<file path="src/rtl/spi_flash_reader.sv">
// Reads a run of bytes from a SPI flash through the SPI controller register port and streams them out.
// Latency: opcode + 3 address bytes (+1 dummy with SPI_FLASH_FAST_READ_EN) before the first data byte, then one byte per SPI transfer.
// Backpressure: a one-entry hold register drives out_valid; a full hold register stalls the next capture, never drops a byte.
module spi_flash_reader (
  input  logic        clk,
  input  logic        reset,
  input  logic        start,
  input  logic [23:0] flash_addr,
  input  logic [15:0] byte_count,
  input  logic [1:0]  cs_sel,
  output logic        busy,
  output logic        done,
  output logic [7:0]  out_data,
  output logic        out_valid,
  input  logic        out_ready,
  output logic [2:0]  spi_reg_addr,
  output logic [7:0]  spi_reg_wdata,
  input  logic [7:0]  spi_reg_rdata,
  output logic [1:0]  spi_reg_sel,
  output logic        spi_reg_read,
  output logic        spi_reg_write,
  input  logic        spi_int
);

`ifdef SPI_FLASH_FAST_READ_EN
  localparam logic [7:0] READ_OPCODE = 8'h0B;
`else
  localparam logic [7:0] READ_OPCODE = 8'h03;
`endif

  // Issue states (CMD/ADDR/DUMMY/DATA/END) last exactly one cycle, so every strobe is one cycle wide.
  typedef enum logic [2:0] {
    IDLE, CMD, WAIT, ADDR, DUMMY, DATA, END, FIN
  } state_t;

  // Remembers which kind of byte the WAIT state is waiting on.
  typedef enum logic [1:0] {
    PH_CMD, PH_ADDR, PH_DUMMY, PH_DATA
  } phase_t;

  state_t      state_q, state_d;
  phase_t      phase_q, phase_d;
  logic [1:0]  idx_q, idx_d;
  logic [23:0] addr_q, addr_d;
  logic [15:0] remaining_q, remaining_d;
  logic [1:0]  sel_q, sel_d;
  logic [7:0]  hold_q, hold_d;
  logic        hold_full_q, hold_full_d;
  logic        wait_first_q, wait_first_d;
  logic        done_q, done_d;

  assign busy        = (state_q != IDLE);
  assign done        = done_q;
  assign out_valid   = hold_full_q;
  assign out_data    = hold_q;
  assign spi_reg_sel = sel_q;

  // State and datapath registers; synchronous reset abandons any transfer silently.
  always_ff @(posedge clk) begin
    if (reset) begin
      state_q      <= IDLE;
      phase_q      <= PH_CMD;
      idx_q        <= 2'd0;
      addr_q       <= 24'd0;
      remaining_q  <= 16'd0;
      sel_q        <= 2'd0;
      hold_q       <= 8'd0;
      hold_full_q  <= 1'b0;
      wait_first_q <= 1'b0;
      done_q       <= 1'b0;
    end else begin
      state_q      <= state_d;
      phase_q      <= phase_d;
      idx_q        <= idx_d;
      addr_q       <= addr_d;
      remaining_q  <= remaining_d;
      sel_q        <= sel_d;
      hold_q       <= hold_d;
      hold_full_q  <= hold_full_d;
      wait_first_q <= wait_first_d;
      done_q       <= done_d;
    end
  end

  // Next-state, register-port strobes and hold-register handshake.
  always_comb begin
    state_d       = state_q;
    phase_d       = phase_q;
    idx_d         = idx_q;
    addr_d        = addr_q;
    remaining_d   = remaining_q;
    sel_d         = sel_q;
    hold_d        = hold_q;
    hold_full_d   = hold_full_q;
    wait_first_d  = 1'b0;
    done_d        = 1'b0;
    spi_reg_write = 1'b0;
    spi_reg_read  = 1'b0;
    spi_reg_addr  = 3'd0;
    spi_reg_wdata = 8'd0;

    // Downstream consumption frees the hold register regardless of FSM state.
    if (hold_full_q && out_ready) begin
      hold_full_d = 1'b0;
    end

    case (state_q)
      IDLE: begin
        if (start) begin
          addr_d      = flash_addr;
          remaining_d = byte_count;
          sel_d       = cs_sel;
          idx_d       = 2'd0;
          if (byte_count == 16'd0) begin
            // Empty request completes immediately without touching the SPI port.
            done_d = 1'b1;
          end else begin
            state_d = CMD;
          end
        end
      end

      CMD: begin
        spi_reg_write = 1'b1;
        spi_reg_addr  = 3'd0;
        spi_reg_wdata = READ_OPCODE;
        phase_d       = PH_CMD;
        wait_first_d  = 1'b1;
        state_d       = WAIT;
      end

      ADDR: begin
        spi_reg_write = 1'b1;
        spi_reg_addr  = 3'd1;
        case (idx_q)
          2'd0:    spi_reg_wdata = addr_q[23:16];
          2'd1:    spi_reg_wdata = addr_q[15:8];
          default: spi_reg_wdata = addr_q[7:0];
        endcase
        phase_d      = PH_ADDR;
        wait_first_d = 1'b1;
        state_d      = WAIT;
      end

      DUMMY: begin
        spi_reg_write = 1'b1;
        spi_reg_addr  = 3'd1;
        spi_reg_wdata = 8'h00;
        phase_d       = PH_DUMMY;
        wait_first_d  = 1'b1;
        state_d       = WAIT;
      end

      DATA: begin
        spi_reg_write = 1'b1;
        spi_reg_addr  = 3'd1;
        spi_reg_wdata = 8'h00;
        phase_d       = PH_DATA;
        wait_first_d  = 1'b1;
        state_d       = WAIT;
      end

      WAIT: begin
        // Point at the data register during the data phase so rdata is the received byte.
        if (phase_q == PH_DATA) begin
          spi_reg_addr = 3'd1;
        end
        // spi_int may still show the previous byte's completion on the first cycle after a write.
        if (spi_int && !wait_first_q) begin
          case (phase_q)
            PH_CMD: begin
              idx_d   = 2'd0;
              state_d = ADDR;
            end
            PH_ADDR: begin
              if (idx_q == 2'd2) begin
`ifdef SPI_FLASH_FAST_READ_EN
                state_d = DUMMY;
`else
                state_d = DATA;
`endif
              end else begin
                idx_d   = idx_q + 2'd1;
                state_d = ADDR;
              end
            end
            PH_DUMMY: begin
              state_d = DATA;
            end
            PH_DATA: begin
              // A full hold register stalls here; spi_int stays set until the next write.
              if (!hold_full_q) begin
                hold_d      = spi_reg_rdata;
                hold_full_d = 1'b1;
                remaining_d = remaining_q - 16'd1;
                state_d     = (remaining_q == 16'd1) ? END : DATA;
              end
            end
            default: state_d = IDLE;
          endcase
        end
      end

      END: begin
        // Register 0 read tells the controller to release chip select.
        spi_reg_read = 1'b1;
        spi_reg_addr = 3'd0;
        state_d      = FIN;
      end

      FIN: begin
        if (!hold_full_q) begin
          done_d  = 1'b1;
          state_d = IDLE;
        end
      end

      default: state_d = IDLE;
    endcase
  end

endmodule

</file>
<file path="config.mk">
export PLATFORM = sky130hd
export DESIGN_NAME = spi_flash_reader
export DESIGN_NICKNAME = d
export VERILOG_FILES = /design/src/rtl/spi_flash_reader.sv
export SDC_FILE = /design/constraint.sdc
export NUM_CORES = 1
export LEC_CHECK = 0
export CAP_MARGIN = 20
export CORE_AREA = 2 2 83 85
export DETAILED_ROUTE_END_ITERATION = 10
export DIE_AREA = 0 0 85 87
export GPL_TIMING_DRIVEN = 0
export HOLD_SLACK_MARGIN = 0.06
export PLACE_DENSITY = 0.85
export REMOVE_ABC_BUFFERS = 1
export SLEW_MARGIN = 0
export SYNTH_ARGS = -nofsm -noshare
export SYNTH_HDL_FRONTEND = slang
export SYNTH_SLANG_ARGS = --single-unit
</file>
<file path="constraint.sdc">
create_clock -name clk -period 2.8 [get_ports clk]
set_input_delay 0.7 -clock clk [delete_from_list [all_inputs] [get_ports clk]]
set_output_delay 0.7 -clock clk [all_outputs]
set_load 0.02 [all_outputs]
</file>
==> reports/qor.tcl <==
set qor(slew_at_the_pin_with_the_worst_max_slew_slack_ns) 0.9532
set qor(synth.distinct_cells) 53
set qor(cts_made_buffers) 9
set qor(cts-root-buf) {clkbuf_8}
set qor(drt_iter0_markers) 248
set qor(cp_data_required_time_ns) 2.10
set qor(vias_per_cell) 5.725
set qor(number_of_endpoints_with_negative_hold_slack_in_the_final_report) 0
set qor(synthTopCellsByArea) {dfxtp_1, nand2_1, a21oi_1}
set qor(postCtsSetupRepairBufs) 0
set qor(synth_largest_type_area_fraction) 0.3965
set qor(critical_path_class) {reg -> out}
set qor(maxClockFrequency_mhz) 372.1
set qor(detail_route.wl_per_cell_um) 14.54
set qor(cp_max_fo) 13
set qor(max-slew-margin-rel) 0.3645
set qor(cells_along_the_critical_path) {or2_2 > nor2_2 > inv_1 > clkdlybuf4s50_1}
set qor(clock_slew_seen_by_the_registers_of_the_worst_setup_and_hold_paths_ns) 0.07
set qor(place_congestion) 0.9282
set qor(post-route-period-util) 0.9597
set qor(floorplan.die.height_um) 87
set qor(pwr_density_mw_per_mm2) 541.8
set qor(detailedRoute.firstPassIterationCount) 6
set qor(synth_area_leader_cell) {dfxtp_1}
set qor(post-route-min-period_ns) 2.687
set qor(cts.hold.buffers_added) 0
set qor(cts_tree) {built}
set qor(clock_insertion_delay_worst_skew_ns) 0.35
set qor(yosysWarningCount) 0
set qor(grt_max_degree) 48
set qor(synth-seq-cells) 60
set qor(timing.reg2reg.setup_slack_ns) 0.41
set qor(dp_worst_setup_slack_ns) -0.1423
set qor(number_of_diodes_added_for_antenna_fixing) 0
set qor(grt_util_all_layers) 0.2249
set qor(area_of_the_core_sq_mm) 0.006569
set qor(layout-drive-gt1-share) 0.07822
set qor(die_w_um) 85
set qor(start_util) 0.4611
set qor(total_die_area_sq_mm) 0.007395
set qor(cts.path.max_buffers) 2
set qor(timing.critical_path.slowest_cell_delay_ns) 0.54
set qor(core.rowCount) 30
set qor(io_pins) 81
set qor(post_synth.cell_area_avg_sq_um) 7.424
set qor(power.static_leakage_nw) 1.458
set qor(ys_dominant_reg_cell) {dfxtp_1}
set qor(reg2reg_depth) 4
set qor(unrepaired_setup_endpoints_after_global_routing) {false}
set qor(holdCritStartpoint) {out_data[4]}
set qor(cpMaxStageDelayCell) {clkdlybuf4s50_1}
set qor(most_frequent_cell_after_synthesis) {nand2_1}
set qor(irDropWorstVdd_v) 0.0004443
set qor(synth.top_cells.by_count) {nand2_1, a21oi_1, dfxtp_1, nor2_1, clkbuf_1}
set qor(worst_hold_class) {reg -> reg}
set qor(finish.net_count) 528
set qor(seq_area_frac_synth) 0.3965
set qor(cts_max_level) 3
set qor(cp-start-kind) {flip-flop}
set qor(final-setup-viol-count) 0
set qor(post_synth_instance_area_sq_mm) 0.003029
set qor(synth_edf_count) 0
set qor(detail_route.drc_violations) 0
set qor(timing.critical_path.arrival_ns) 1.99
set qor(clock-sinks) 60
set qor(post_synth_inst_count) 408
set qor(first_global_vias) 2980
set qor(grt_first_pass_wirelength_mm) 13.52
set qor(area.growth.synth_to_final_pct) 32.59
set qor(fin_cells) 553
set qor(grt-ovfl-total) 0
set qor(whs_endpoint) {out_data[4]}
set qor(worstHoldPathCells) 2
set qor(placed_cells) 537
set qor(num_vias) 3166
set qor(route.final.wire_length_mm) 8.040
set qor(status) {finished, final reports clean}
set qor(async_flop_share) 0
set qor(clock_skew_ns) 0.01012
set qor(critical_path.endpoint_type) {output port}
set qor(crit-reg2reg-capture) {out_data[5]}
set qor(postRouteAntennaNets) 0
set qor(worst_r2r_startpoint) {state_q[1]}
set qor(final.hold.worst_slack_ns) 0.4533
set qor(maxSlewViolCount) 0
set qor(port_buffers) 78
set qor(worst_slack_ns) 0.1128
set qor(timing.max_cap.violations) 0
set qor(detailed_place_hpwl_mm) 5.506
set qor(number_of_antenna_violations_at_the_first_check_in_global_routing) 0
## power breakdown
| part | switching [W] | internal (W) |
|---|---|---|
| Sequential | 0.0000497 | 0.000905 |
| Combinational | 0.000237 | 0.000195 |
| Clock | 0.000374 | 0.000415 |
| Total | 0.000661 | 0.00152 |
## flip-flops by register name, indices dropped and copies added, names as in the netlist
signal	cells
addr_q	24
remaining_q	16
out_data	8
state_q	3
idx_q	2
phase_q	2
spi_reg_sel	2
done	1
out_valid	1
wait_first_q	1
## critical path: cells and delay by family (launching register included)
family | cells | cell delay [ns]
buf+inv | 2 | 0.63
flops | 1 | 0.43
simple gates | 2 | 0.59
## metal layers
layer / wire length, um / track usage / vias up
met1: 3568 / 0.2971 / 1475
met4: 133 / 0.1010 / 0
met3: 529 / 0.04645 / 13
li1: - / - / 1554
met5: 0 / 0 / -
met2: 3809 / 0.3551 / 124
## placed cells by master, fill, tap and decap left out, drive strengths merged, types with 3 or more instances in the layout
| cell | synthesis | routed |
|---|---|---|
| mux2i | 3 | 3 |
| or4 | 4 | 4 |
| a21oi | 60 | 60 |
| nand3 | 3 | 3 |
| clkinv | 0 | 3 |
| o21ai | 19 | 19 |
| nand2b | 6 | 6 |
| clkbuf | 25 | 9 |
| a22o | 3 | 3 |
| inv | 7 | 8 |
| nor4 | 7 | 7 |
| a31oi | 4 | 4 |
| dlygate4sd2 | 0 | 8 |
| clkdlybuf4s50 | 0 | 69 |
| o41ai | 3 | 3 |
| nor3 | 14 | 14 |
| dfxtp | 60 | 60 |
| buf | 7 | 3 |
| nor2 | 29 | 29 |
| ha | 5 | 5 |
| a221oi | 3 | 3 |
| a22oi | 15 | 15 |
| nand2 | 97 | 97 |
## metrics by stage
step | area (sq um) | util | setup TNS [ns] | power (W)
after floorplan | 2890 | - | 0 | 0.001211
after global placement | 3771 | 0.5741 | -18.54 | 0.001381
after detailed placement | 3804 | 0.5790 | -0.9803 | 0.001400
after CTS | 4009 | 0.6103 | 0 | 0.002183
after global routing | 4016 | 0.6114 | 0 | 0.002281
final | 4016 | 0.6114 | 0 | 0.002176
## final cells by class
type,instances,area (sq um)
Fill cell,609,2552
Multi-Input combinational cell,310,1689
Sequential cell,60,1204
Clock buffer,9,123.9
Tap cell,80,100.1
Inverter,7,26.28
Timing Repair Buffer,80,797.0
Clock inverter,7,76.32
## logic make-up (layout without fill, tap and decap cells)
kind of cell,count (synthesis),in the layout,share of synthesized area
mux,3,3,0.009914
fa+ha+maj,5,5,0.02065
compound gates,123,123,0.2503
simple gates,177,177,0.2656
flops,60,60,0.3965
other cells,1,2,0.001238
buf+inv,39,103,0.05576
## worst max-delay path by stage
stage | cells past startpoint | slack, ns | to | from
after global placement | 6 | -1.03 | remaining_q[6] | spi_int
after floorplan | 4 | 0.18 | remaining_q[0] | spi_int
after global routing | 4 | 0.002 | busy | state_q[2]
final | 4 | 0.11 | busy | state_q[2]
after detailed placement | 6 | -0.14 | spi_reg_wdata[1] | idx_q[0]
after CTS | 4 | 0.03 | busy | state_q[2]
## repair_timing
item	CTS	global route
pin swaps	1	0
endpoints found under the setup margin	9	4
resized for setup	14	2
Note: power is estimated with default switching activity, not from simulation.
